==> config.mk <==
export PLATFORM = sky130hd
export DESIGN_NAME = seg7_scan4
export DESIGN_NICKNAME = d
export VERILOG_FILES = /design/src/rtl/seg7_scan4.sv
export SDC_FILE = /design/constraint.sdc
export NUM_CORES = 1
export LEC_CHECK = 0
export BUFFER_PORTS_ARGS = -buffer_cell sky130_fd_sc_hd__buf_2
export CAP_MARGIN = 20
export CORE_MARGIN = 3
export CORE_UTILIZATION = 58
export DETAILED_ROUTE_END_ITERATION = 16
export PLACE_DENSITY = 0.83
export SETUP_SLACK_MARGIN = 0.02
export SKIP_CTS_REPAIR_TIMING = 1
export SYNTH_ARGS = -nofsm -noshare
export SYNTH_HDL_FRONTEND = slang
export SYNTH_SLANG_ARGS = --single-unit
==> constraint.sdc <==
create_clock -name CLK -period 3.05 [get_ports CLK]
set_clock_uncertainty 0.2 [all_clocks]
set_input_delay 0.1525 -clock CLK [delete_from_list [all_inputs] [get_ports CLK]]
set_output_delay 0.1525 -clock CLK [all_outputs]
set_load 0.02 [all_outputs]
==> src/rtl/seg7_scan4.sv <==
// Four-digit common-anode 7-segment scanner with double-buffered digits,
// a per-slot anti-ghost blanking gap and optional leading-zero blanking.
module seg7_scan4 #(
    parameter int SLOT_CYC  = 50_000,
    parameter int BLANK_CYC = 500,
    parameter bit LZB       = 1'b1
) (
    input  logic        CLK,
    input  logic        RST,
    input  logic [15:0] DIGITS,
    input  logic [3:0]  DP,
    input  logic        LOAD,
    output logic        FRAME,
    output logic [7:0]  nSEG,
    output logic [3:0]  nAN
);

    localparam int CW = (SLOT_CYC > 2) ? $clog2(SLOT_CYC) : 1;
    localparam logic [CW-1:0] CNT_LAST = CW'(SLOT_CYC - 1);
    localparam logic [CW-1:0] CNT_PRE  = CW'(SLOT_CYC - 2);
    localparam logic [CW-1:0] CNT_SHOW = CW'(BLANK_CYC);

    typedef enum logic {ST_BLANK, ST_SHOW} state_t;

    logic [CW-1:0] r_cnt;
    logic [1:0]    r_idx;
    state_t        r_state;
    logic [19:0]   r_shadow;
    logic [19:0]   r_active;
    logic          r_frame;
    logic [7:0]    r_seg;
    logic [3:0]    r_an;

    logic [CW-1:0] w_cnt_next;
    logic          w_wrap;
    logic          w_boundary;
    state_t        w_state_next;
    logic [3:0]    w_digit;
    logic [3:0]    w_dp_vec;
    logic          w_dp;
    logic [3:0]    w_zero;
    logic          w_lz_blank;
    logic [7:0]    w_seg_next;
    logic [3:0]    w_an_next;

    function automatic logic [6:0] seg_decode(input logic [3:0] d);
        logic [6:0] p;
        p = 7'h7F;
        case (d)
            4'h0: p = 7'h40;  4'h1: p = 7'h79;  4'h2: p = 7'h24;  4'h3: p = 7'h30;
            4'h4: p = 7'h19;  4'h5: p = 7'h12;  4'h6: p = 7'h02;  4'h7: p = 7'h58;
            4'h8: p = 7'h00;  4'h9: p = 7'h10;  4'hA: p = 7'h08;  4'hB: p = 7'h03;
            4'hC: p = 7'h46;  4'hD: p = 7'h21;  4'hE: p = 7'h06;  4'hF: p = 7'h0E;
            default: p = 7'h7F;
        endcase
        return p;
    endfunction

    assign w_wrap     = (r_cnt == CNT_LAST);
    assign w_cnt_next = w_wrap ? '0 : r_cnt + 1'b1;
    assign w_boundary = w_wrap && (r_idx == 2'd3);

    // NOTE: sequential state uses non-blocking assignments so every register
    // samples the pre-edge values regardless of block ordering.
    always_ff @(posedge CLK or posedge RST) begin
        if (RST) begin
            r_cnt   <= '0;
            r_idx   <= 2'd0;
            r_frame <= 1'b0;
        end else begin
            r_cnt <= w_cnt_next;
            if (w_wrap)
                r_idx <= r_idx + 2'd1;
            // Raised one cycle early so FRAME is high during the boundary cycle itself.
            r_frame <= (r_idx == 2'd3) && (r_cnt == CNT_PRE);
        end
    end

    always_ff @(posedge CLK or posedge RST) begin
        if (RST) begin
            r_shadow <= '0;
            r_active <= '0;
        end else begin
            if (LOAD)
                r_shadow <= {DP, DIGITS};
            if (w_boundary)
                r_active <= LOAD ? {DP, DIGITS} : r_shadow;
        end
    end

    always_ff @(posedge CLK or posedge RST) begin
        if (RST)
            r_state <= ST_BLANK;
        else
            r_state <= w_state_next;
    end

    always_comb begin
        w_state_next = (w_cnt_next < CNT_SHOW) ? ST_BLANK : ST_SHOW;
    end

    always_comb begin
        // NOTE: every combinational output gets a default first so no latch is inferred.
        w_digit    = r_active[{r_idx, 2'b00} +: 4];
        w_dp_vec   = r_active[19:16];
        w_dp       = w_dp_vec[r_idx];
        w_zero     = 4'b0000;
        w_lz_blank = 1'b0;
        w_seg_next = 8'hFF;
        w_an_next  = 4'hF;
        for (int i = 0; i < 4; i++)
            w_zero[i] = (r_active[4*i +: 4] == 4'h0);
        case (r_idx)
            2'd3:    w_lz_blank = w_zero[3];
            2'd2:    w_lz_blank = w_zero[3] & w_zero[2];
            2'd1:    w_lz_blank = w_zero[3] & w_zero[2] & w_zero[1];
            default: w_lz_blank = 1'b0;
        endcase
        if (r_state == ST_SHOW) begin
            w_an_next  = ~(4'b0001 << r_idx);
            w_seg_next = {~w_dp, (LZB && w_lz_blank) ? 7'h7F : seg_decode(w_digit)};
        end
    end

    always_ff @(posedge CLK or posedge RST) begin
        if (RST) begin
            r_seg <= 8'hFF;
            r_an  <= 4'hF;
        end else begin
            r_seg <= w_seg_next;
            r_an  <= w_an_next;
        end
    end

    assign FRAME = r_frame;
    assign nSEG  = r_seg;
    assign nAN   = r_an;

endmodule

# Word-level counts from Yosys, hierarchy flattened
# Memories as Yosys holds them, arrays and structs flattened.
# Index checks and enable logic that the tools add are counted.
dict set report word_totals {
  register_bits 72
  rom_bits 112
  in_bits 23
  output_inout_bits 13
  wordCells 38
  n_memories 1
}
dict set report classes {
  addsub 2
  magnitude_cmp 2
  eq_ne 5
  n_shift 2
  n_mux 9
  bitwise_logic 4
  reduce_logical 5
}
# memory depth width read_ports rd_ports_with_merged_regs wr line_no
set mem_list {}
lappend mem_list {{(no name shown)} 16 7 1 0 0 49} ;# case (d)
# operator n
set ops {}
lappend ops {{== test 16 bit, second input constant} 2}
lappend ops {{two-way mux 20 bit} 1}
lappend ops {{indexed part select 20 x 5 -> 4 bit} 1}
lappend ops {{adder 16 x 1 -> 16 bit, second input constant} 1}
lappend ops {{< comparator 16 x 9 -> 1 bit, second input constant} 1}
lappend ops {{two-way mux 16 bit} 1}
lappend ops {{logical NOT 4 bit} 3}
lappend ops {{two-way mux 8 bit} 1}
lappend ops {{two-way mux 7 bit} 1}
lappend ops {{== test 2 bit, second input constant} 2}
lappend ops {{two-way mux 4 bit} 1}
lappend ops {{inverter 4 bit} 1}
lappend ops {{<< shifter 1 x 2 -> 4 bit, first input constant} 1}
lappend ops {{< comparator 2 x 3 -> 1 bit, second input constant} 1}
lappend ops {{case mux 1 bit (3 select lines)} 1}
lappend ops {{adder 2 x 1 -> 2 bit, second input constant} 1}
lappend ops {{bitwise AND 1 bit} 2}
lappend ops {{binary-select mux 1 bit (select 2 bit)} 1}
lappend ops {{== test 2 x 1 -> 1 bit, second input constant} 1}
lappend ops {{logical AND 1 bit} 2}
lappend ops {{two-way mux 1 bit} 2}
lappend ops {{inverter 1 bit} 1}

# Longest topological paths before layout
# Gate-level depths: netlist (run 1).
dict set report logic_depth {
  word_depth 6
  ltp_mapped 7
  depth_no_buf 6
}

# Worst setup path after synthesis (run 1)
# No wires, ideal clock.
dict set report synth_timing {
  path_type {reg-to-reg}
  startpoint {reg r_idx[0]}
  endpoint {reg r_seg[3], in the netlist nSEG[3]}
  setup_time_ps 80
  t_arrival_ps 1994
  required_ps 2770
  path_slack_ps 776
  path_stages_with_launch 8
  n_path_buf 1
  synth_period_minus_slack_ps 2274
  path_cell_list {dfrtp_1 > buf_6 > mux4_1 > inv_1 > ha_1 > inv_1 > mux4_2 > nand2b_4}
}
dict set report synth_between {
  elab_chain_cells 4
  elab_cells_between_ends 8
  cone_classes {3 x eq/ne; 1 x shift; 3 x mux; 1 x memory}
}
# item line_no
set synth_rtl {}
lappend synth_rtl {{start, declared} 26} ;# logic [1:0] r_idx;
lappend synth_rtl {{start signal, assigned} 73} ;# r_idx <= r_idx + 2'd1;
lappend synth_rtl {{indexed part select 20 x 5 -> 4 bit, or another cell as far along} 104} ;# w_digit = r_active[{r_idx, 2'b00} +: 4];
lappend synth_rtl {{memory read (16 x 7 bit) or case mux 1 bit (3 select lines) (tied branches)} -}
lappend synth_rtl {{two-way mux 7 bit *} 121} ;# w_seg_next = {~w_dp, (LZB && w_lz_blank) ? 7'h7F : seg_decode(w_digit)};
lappend synth_rtl {{two-way mux 8 bit *} 119} ;# if (r_state == ST_SHOW) begin
lappend synth_rtl {{net w_seg_next[3]} 43} ;# logic [7:0] w_seg_next;
lappend synth_rtl {{end signal, assigned} 130} ;# r_seg <= w_seg_next;
lappend synth_rtl {{end, declared} 31} ;# logic [7:0] r_seg;
# The timed path passes the listed nets; every way through them passes the cells marked *.
# A chain may end at the register's enable or synchronous reset.

# Final worst setup path (run 1)
# Ends and elaborated chain as after synthesis.

==> results.py, run 1 <==
metrics = {
    "outcome": {
        "status": "finished, final reports clean",
    },
    "yosys": {
        "netlist.area_leader.share_pct": 44.3,
        "synth_mux_area_share_pct": 18.6,
        "ys_types": 45,
        "syn_avg_cell_area_um2": 12.6,
        "netlist_top_cells_area": "dfrtp_1 (44%), mux2_2 (13%), dfstp_2 (9.3%), ha_1 (4.4%), mux4_1 (2.3%)",
        "synth_top_family_by_area": "multiplexers",
        "synthSimpleGateAreaFrac_pct": 11.5,
        "syn_inst": 268,
        "synthesis.nets": 303,
        "synth_xor_area_share_pct": 3.62,
        "synth-compound-area-share_pct": 5.03,
        "yosysSeqAreaShare_pct": 53.7,
        "yosys_warnings": 0,
        "synthAdderAreaFrac_pct": 4.43,
        "netlist_area_um2": 3390,
        "synth_area_leader_cell": "dfrtp_1",
        "synth-seq-cells": 72,
    },
    "die": {
        "coreArea_um2": 5570,
        "rows": 27,
        "initial_utilization_pct": 60.7,
        "dieArea_um2": 6790,
        "die_y_um": 82.4,
        "die_w_um": 82.4,
        "pin_count": 36,
    },
    "final_layout": {
        "final_nets": 362,
        "drive_gt1_share_pct": 34.3,
        "final_cells": 404,
        "fin_area_um2": 4010,
        "final_common_cell": "dfrtp_1",
        "fin_util_pct": 72.0,
        "antennaDiodeCount": 0,
        "mostFrequentLayoutCells": "dfrtp_1 (60), mux2_2 (40), buf_2 (35)",
        "nFillCells": 382,
        "area_delta_synth_final_pct": 18.5,
    },
    "timing": {
        "hold_viol": 0,
        "setup-tns-final_ns": 0,
        "rsz0062_at_grt": "no",
        "finalSetupViolations": 0,
        "setup_ws_ns": 0.537,
        "relSlewSlack_pct": 52.8,
        "fin_crit_sh_pct": 82.4,
        "slew_violations": 0,
        "max_freq_mhz": 398,
        "tightestPinTransition_ns": 0.708,
        "min_period_ns": 2.51,
        "fin_hold_ws_ns": 0.199,
    },
    "placed_design": {
        "place_inst": 367,
        "numPortBuffers": 35,
        "gp_congestion": 0.896,
        "placed_area_um2": 3610,
        "pre_cts_slack_ns": 0.575,
        "dp_hpwl_mm": 4.49,
    },
    "global_routing": {
        "grt_usage_pct": 20.6,
        "grt_max_degree": 35,
        "grt_pass1_wl_mm": 10.3,
        "grt_pass1_vias": 2165,
        "grt_overflow": 0,
        "antenna_found_initial": 0,
    },
    "routing": {
        "wl_per_cell_um": 17.0,
        "drt_pass1_iterations": 5,
        "vias": 2289,
        "vias_per_cell": 5.67,
        "drtAntennaViolNets": 0,
        "drtIter0Drc": 151,
        "drcViolationCount": 0,
        "wirelength_mm": 6.86,
    },
    "worst_setup_path": {
        "crit_start": "r_idx[0]",
        "critPathLaunchType": "register",
        "cp.required_ns": 3.12,
        "critical_path_class": "reg2reg",
        "rr_startpoint": "r_idx[0]",
        "arrival_ns": 2.58,
        "r2r_cells": 6,
        "cp_max_fo": 8,
        "crit_path_end_kind": "register",
    },
    "run": {
        "maxCapViolCount": 0,
    },
    "clock_network": {
        "cts.clk_slew.worst_paths_ns": 0.08,
        "cts-root-buf": "clkbuf_8",
        "clock_latency_ns": 0.34,
        "clock-sinks": 72,
        "cts_tree": "yes",
        "cts_buffers": 9,
        "cts_max_level": 3,
        "cts.path.max_buffers": 2,
    },
    "pwr": {
        "total_power_mw": 1.79,
        "p_leak_nw": 1.80,
        "p_per_area_nw_per_um2": 447,
        "ir_drop_mv": 0.262,
    },
    "min_path": {
        "hp-class": "in2reg",
        "hp-start": "LOAD",
        "min_path_cells": 2,
    },
}
==> cell usage after synthesis (all sizes together) <==
cell / n
dfrtp: 60
mux2: 41
nand2: 21
nor2: 16
dfstp: 12
ha: 12
inv: 10
o21ai: 7
xnor2: 7
xor2: 7
buf: 6
clkbuf: 6
mux4: 6
nand3: 6
o211ai: 6
a21oi: 5
nand4: 5
and3: 3
nor3: 3
or3: 3
and4: 2
mux2i: 2
nand2b: 2
nor4: 2
nor4bb: 2
o221ai: 2
o31ai: 2
or4: 2
a21o: 1
a22oi: 1
and2: 1
nor2b: 1
nor3b: 1
nor4b: 1
o2111ai: 1
o31a: 1
or2: 1
or4b: 1
==> critical path: stages (launching register included) <==
cell,delay [ns]
dfrtp_1,0.57
mux4_1,0.72
inv_1,0.17
ha_1,0.16
inv_1,0.05
mux4_2,0.44
nand2b_4,0.15
==> layout make-up <==
| cell class | instances | area [um^2] | area share, % |
|---|---|---|---|
| Sequential cell | 72 | 1820 | 45.3 |
| Multi-Input combinational cell | 174 | 1460 | 36.4 |
| Timing Repair Buffer | 60 | 415 | 10.4 |
| Clock buffer | 11 | 151 | 3.77 |
| Tap cell | 72 | 90.1 | 2.25 |
| Clock inverter | 5 | 40.0 | 0.998 |
| Inverter | 10 | 37.5 | 0.936 |
==> layer usage <==
metal  vias up  track usage [%]  part of all wire, %  routed length [um]
met1      1136             25.3                   40                2730
li1       1074                -                    -                   -
met2        68             34.6                   54                3680
met4         0             8.64                  1.8                 124
met3        11             5.21                  4.7                 325
met5         -                0                    0                   0
==> power breakdown <==
part	switching, mW	internal, mW
logic	0.0459	0.0533
registers	0.00689	0.981
clock network	0.362	0.344
==> state kept, by name (all words and copies together), names as in the netlist <==
| signal | cells |
|---|---|
| r_cnt | 16 |
| r_state | 1 |
| nAN | 4 |
| nSEG | 8 |
| r_active | 20 |
| FRAME | 1 |
| r_shadow | 20 |
| r_idx | 2 |
==> logic make-up (layout without fill, tap and decap cells) <==
kind of cell / after synthesis / count (layout)
AND/OR/NAND/NOR: 73 / 73
flip-flops: 72 / 72
multiplexers: 49 / 49
AO/OA/AOI/OAI: 26 / 26
buffers and inverters: 22 / 86
XOR/XNOR: 14 / 14
adder cells (fa/ha/maj): 12 / 12
==> path summary, 6_finish.rpt <==
path,to,slack [ns]
setup reg to reg,nSEG[3],0.54
max in group asynchronous,nAN[1],1.57
setup / recovery,nSEG[3],0.54
hold reg to reg,r_cnt[0],0.29
min in group asynchronous,r_active[15],0.27
hold / removal,r_shadow[8],0.20
No activity file was read; power rests on OpenSTA's default activity.
==> run 2, diff against run 1 <==
--- a/config.mk
+++ b/config.mk
@@ -8,9 +8,9 @@
 export BUFFER_PORTS_ARGS = -buffer_cell sky130_fd_sc_hd__buf_2
 export CAP_MARGIN = 20
 export CORE_MARGIN = 3
-export CORE_UTILIZATION = 58
+export CORE_UTILIZATION = 53
 export DETAILED_ROUTE_END_ITERATION = 16
-export PLACE_DENSITY = 0.83
+export PLACE_DENSITY = 0.8
 export SETUP_SLACK_MARGIN = 0.02
 export SKIP_CTS_REPAIR_TIMING = 1
 export SYNTH_ARGS = -nofsm -noshare
==> constraint.sdc (replaced) <==
create_clock -name CLK -period 2.22 [get_ports CLK]
set_clock_uncertainty 0.2 [all_clocks]
set_input_delay 0.111 -clock CLK [delete_from_list [all_inputs] [get_ports CLK]]
set_output_delay 0.111 -clock CLK [all_outputs]
set_load 0.02 [all_outputs]
==> results.py, run 2 (same netlist as run 1, synthesis figures left out) <==
metrics = {
    "timing": {
        "setup-tns-final_ns": 0,
        "finalSetupViolations": 0,
        "slew_violations": 0,
        "max_freq_mhz": 467,
        "min_period_ns": 2.14,
        "relSlewSlack_pct": 70.0,
        "fin_crit_sh_pct": 96.5,
        "setup_ws_ns": 0.0786,
        "tightestPinTransition_ns": 0.450,
        "rsz0062_at_grt": "no",
        "hold_viol": 0,
    },
    "final_layout": {
        "final_cells": 429,
        "drive_gt1_share_pct": 41.8,
        "final_nets": 384,
        "reg_top3": "r_active x20, r_shadow x20, r_cnt x16",
        "final_common_cell": "dfrtp_1",
        "nFillCells": 426,
        "fin_area_um2": 4260,
        "mostFrequentLayoutCells": "dfrtp_1 (59), mux2_2 (40), buf_2 (35)",
        "antennaDiodeCount": 0,
        "area_delta_synth_final_pct": 25.7,
    },
    "global_routing": {
        "grt_overflow": 0,
        "grt_usage_pct": 19.0,
        "antenna_found_initial": 0,
        "grt_pass1_wl_mm": 10.8,
        "grt_pass1_vias": 2283,
        "grt_max_degree": 73,
    },
    "worst_setup_path": {
        "critical_path_class": "reg2reg",
        "reg2reg_to": "nSEG[3]",
        "critPathTopFamily": "multiplexers",
        "crit_buf_inv": 2,
        "crit_path_end_kind": "register",
        "max_stage_delay_ns": 0.58,
        "critPathLaunchType": "register",
        "crit_end": "nSEG[3]",
        "cp_slowest_cell": "mux4_2",
        "crit_start": "r_idx[0]",
        "cp_max_fo": 5,
        "critPathMostFrequentCell": "mux4_2",
        "arrival_ns": 2.22,
        "regToRegSetupSlack_ns": 0.08,
        "cp.required_ns": 2.30,
        "critical_path_depth": 6,
        "rr_startpoint": "r_idx[0]",
        "crit_chain": "mux4_2 > inv_2 > ha_4 > inv_1 > mux4_2 > nand2b_4",
        "r2r_cells": 6,
    },
    "placed_design": {
        "pre_cts_slack_ns": -0.0315,
        "placed_area_um2": 3740,
        "numPortBuffers": 35,
        "dp_hpwl_mm": 4.27,
        "place_inst": 385,
        "gp_congestion": 0.876,
    },
    "clock_network": {
        "cts.clk_slew.worst_paths_ns": 0.08,
        "clock_latency_ns": 0.35,
        "clock-sinks": 72,
        "cts-root-buf": "clkbuf_8",
        "cts_tree": "yes",
        "cts_buffers": 9,
        "cts_max_level": 3,
        "cts.path.max_buffers": 2,
    },
    "routing": {
        "drtAntennaViolNets": 0,
        "drtIter0Drc": 142,
        "wirelength_mm": 6.54,
        "drt_pass1_iterations": 4,
        "vias": 2329,
        "wl_per_cell_um": 15.2,
        "vias_per_cell": 5.43,
        "drcViolationCount": 0,
    },
    "die": {
        "coreArea_um2": 6060,
        "die_w_um": 85.9,
        "rows": 28,
        "initial_utilization_pct": 55.9,
        "dieArea_um2": 7380,
        "die_y_um": 85.9,
        "pin_count": 36,
    },
    "outcome": {
        "status": "finished, final reports clean",
    },
    "pwr": {
        "p_per_area_nw_per_um2": 591,
        "ir_drop_mv": 0.455,
        "p_leak_nw": 1.91,
        "total_power_mw": 2.52,
    },
    "min_path": {
        "hp-class": "in2reg",
    },
    "run": {
        "maxCapViolCount": 0,
    },
}
==> run 2: routing by layer <==
| layer | global-route usage, % | up-vias | routed length [um] |
|---|---|---|---|
| met5 | 0 | - | 0 |
| met3 | 5.96 | 9 | 333 |
| met4 | 7.05 | 0 | 89 |
| met2 | 29.5 | 62 | 3210 |
| li1 | - | 1113 | - |
| met1 | 25.0 | 1145 | 2910 |
==> run 2: worst min path at each step <==
stage | startpoint | to | slack (ns) | cells after the start
floorplan | DIGITS[0] | r_shadow[0] | 0.08 | 1
global placement | RST | FRAME | 0.02 | 3
detailed placement | RST | r_cnt[1] | 0.02 | 3
CTS | RST | r_cnt[1] | -0.37 | 3
global route | LOAD | r_shadow[1] | 0.15 | 2
finish | LOAD | r_shadow[1] | 0.13 | 2
==> run 2: cell type report <==
cell class | count | area [um^2] | area share, %
Sequential cell | 72 | 1820 | 42.7
Clock inverter | 6 | 68.8 | 1.62
Timing Repair Buffer | 82 | 606 | 14.2
Clock buffer | 10 | 128 | 3.00
Multi-Input combinational cell | 174 | 1510 | 35.4
Tap cell | 75 | 93.8 | 2.20
Inverter | 10 | 37.5 | 0.882
==> run 2: power by group <==
part / internal [mW] / total [mW] / switching [mW]
registers: 1.35 / 1.36 / 0.00880
clock network: 0.522 / 1.03 / 0.503
logic: 0.0746 / 0.135 / 0.0605
total: 1.94 / 2.52 / 0.572
==> run 2: through the flow <==
step | hold WS (ns) | util [%]
after floorplan | 0.0752 | -
after global placement | 0.0177 | 61.8
after detailed placement | 0.0233 | 61.8
after CTS | -0.373 | 65.0
after global routing | 0.150 | 70.2
final | 0.133 | 70.2
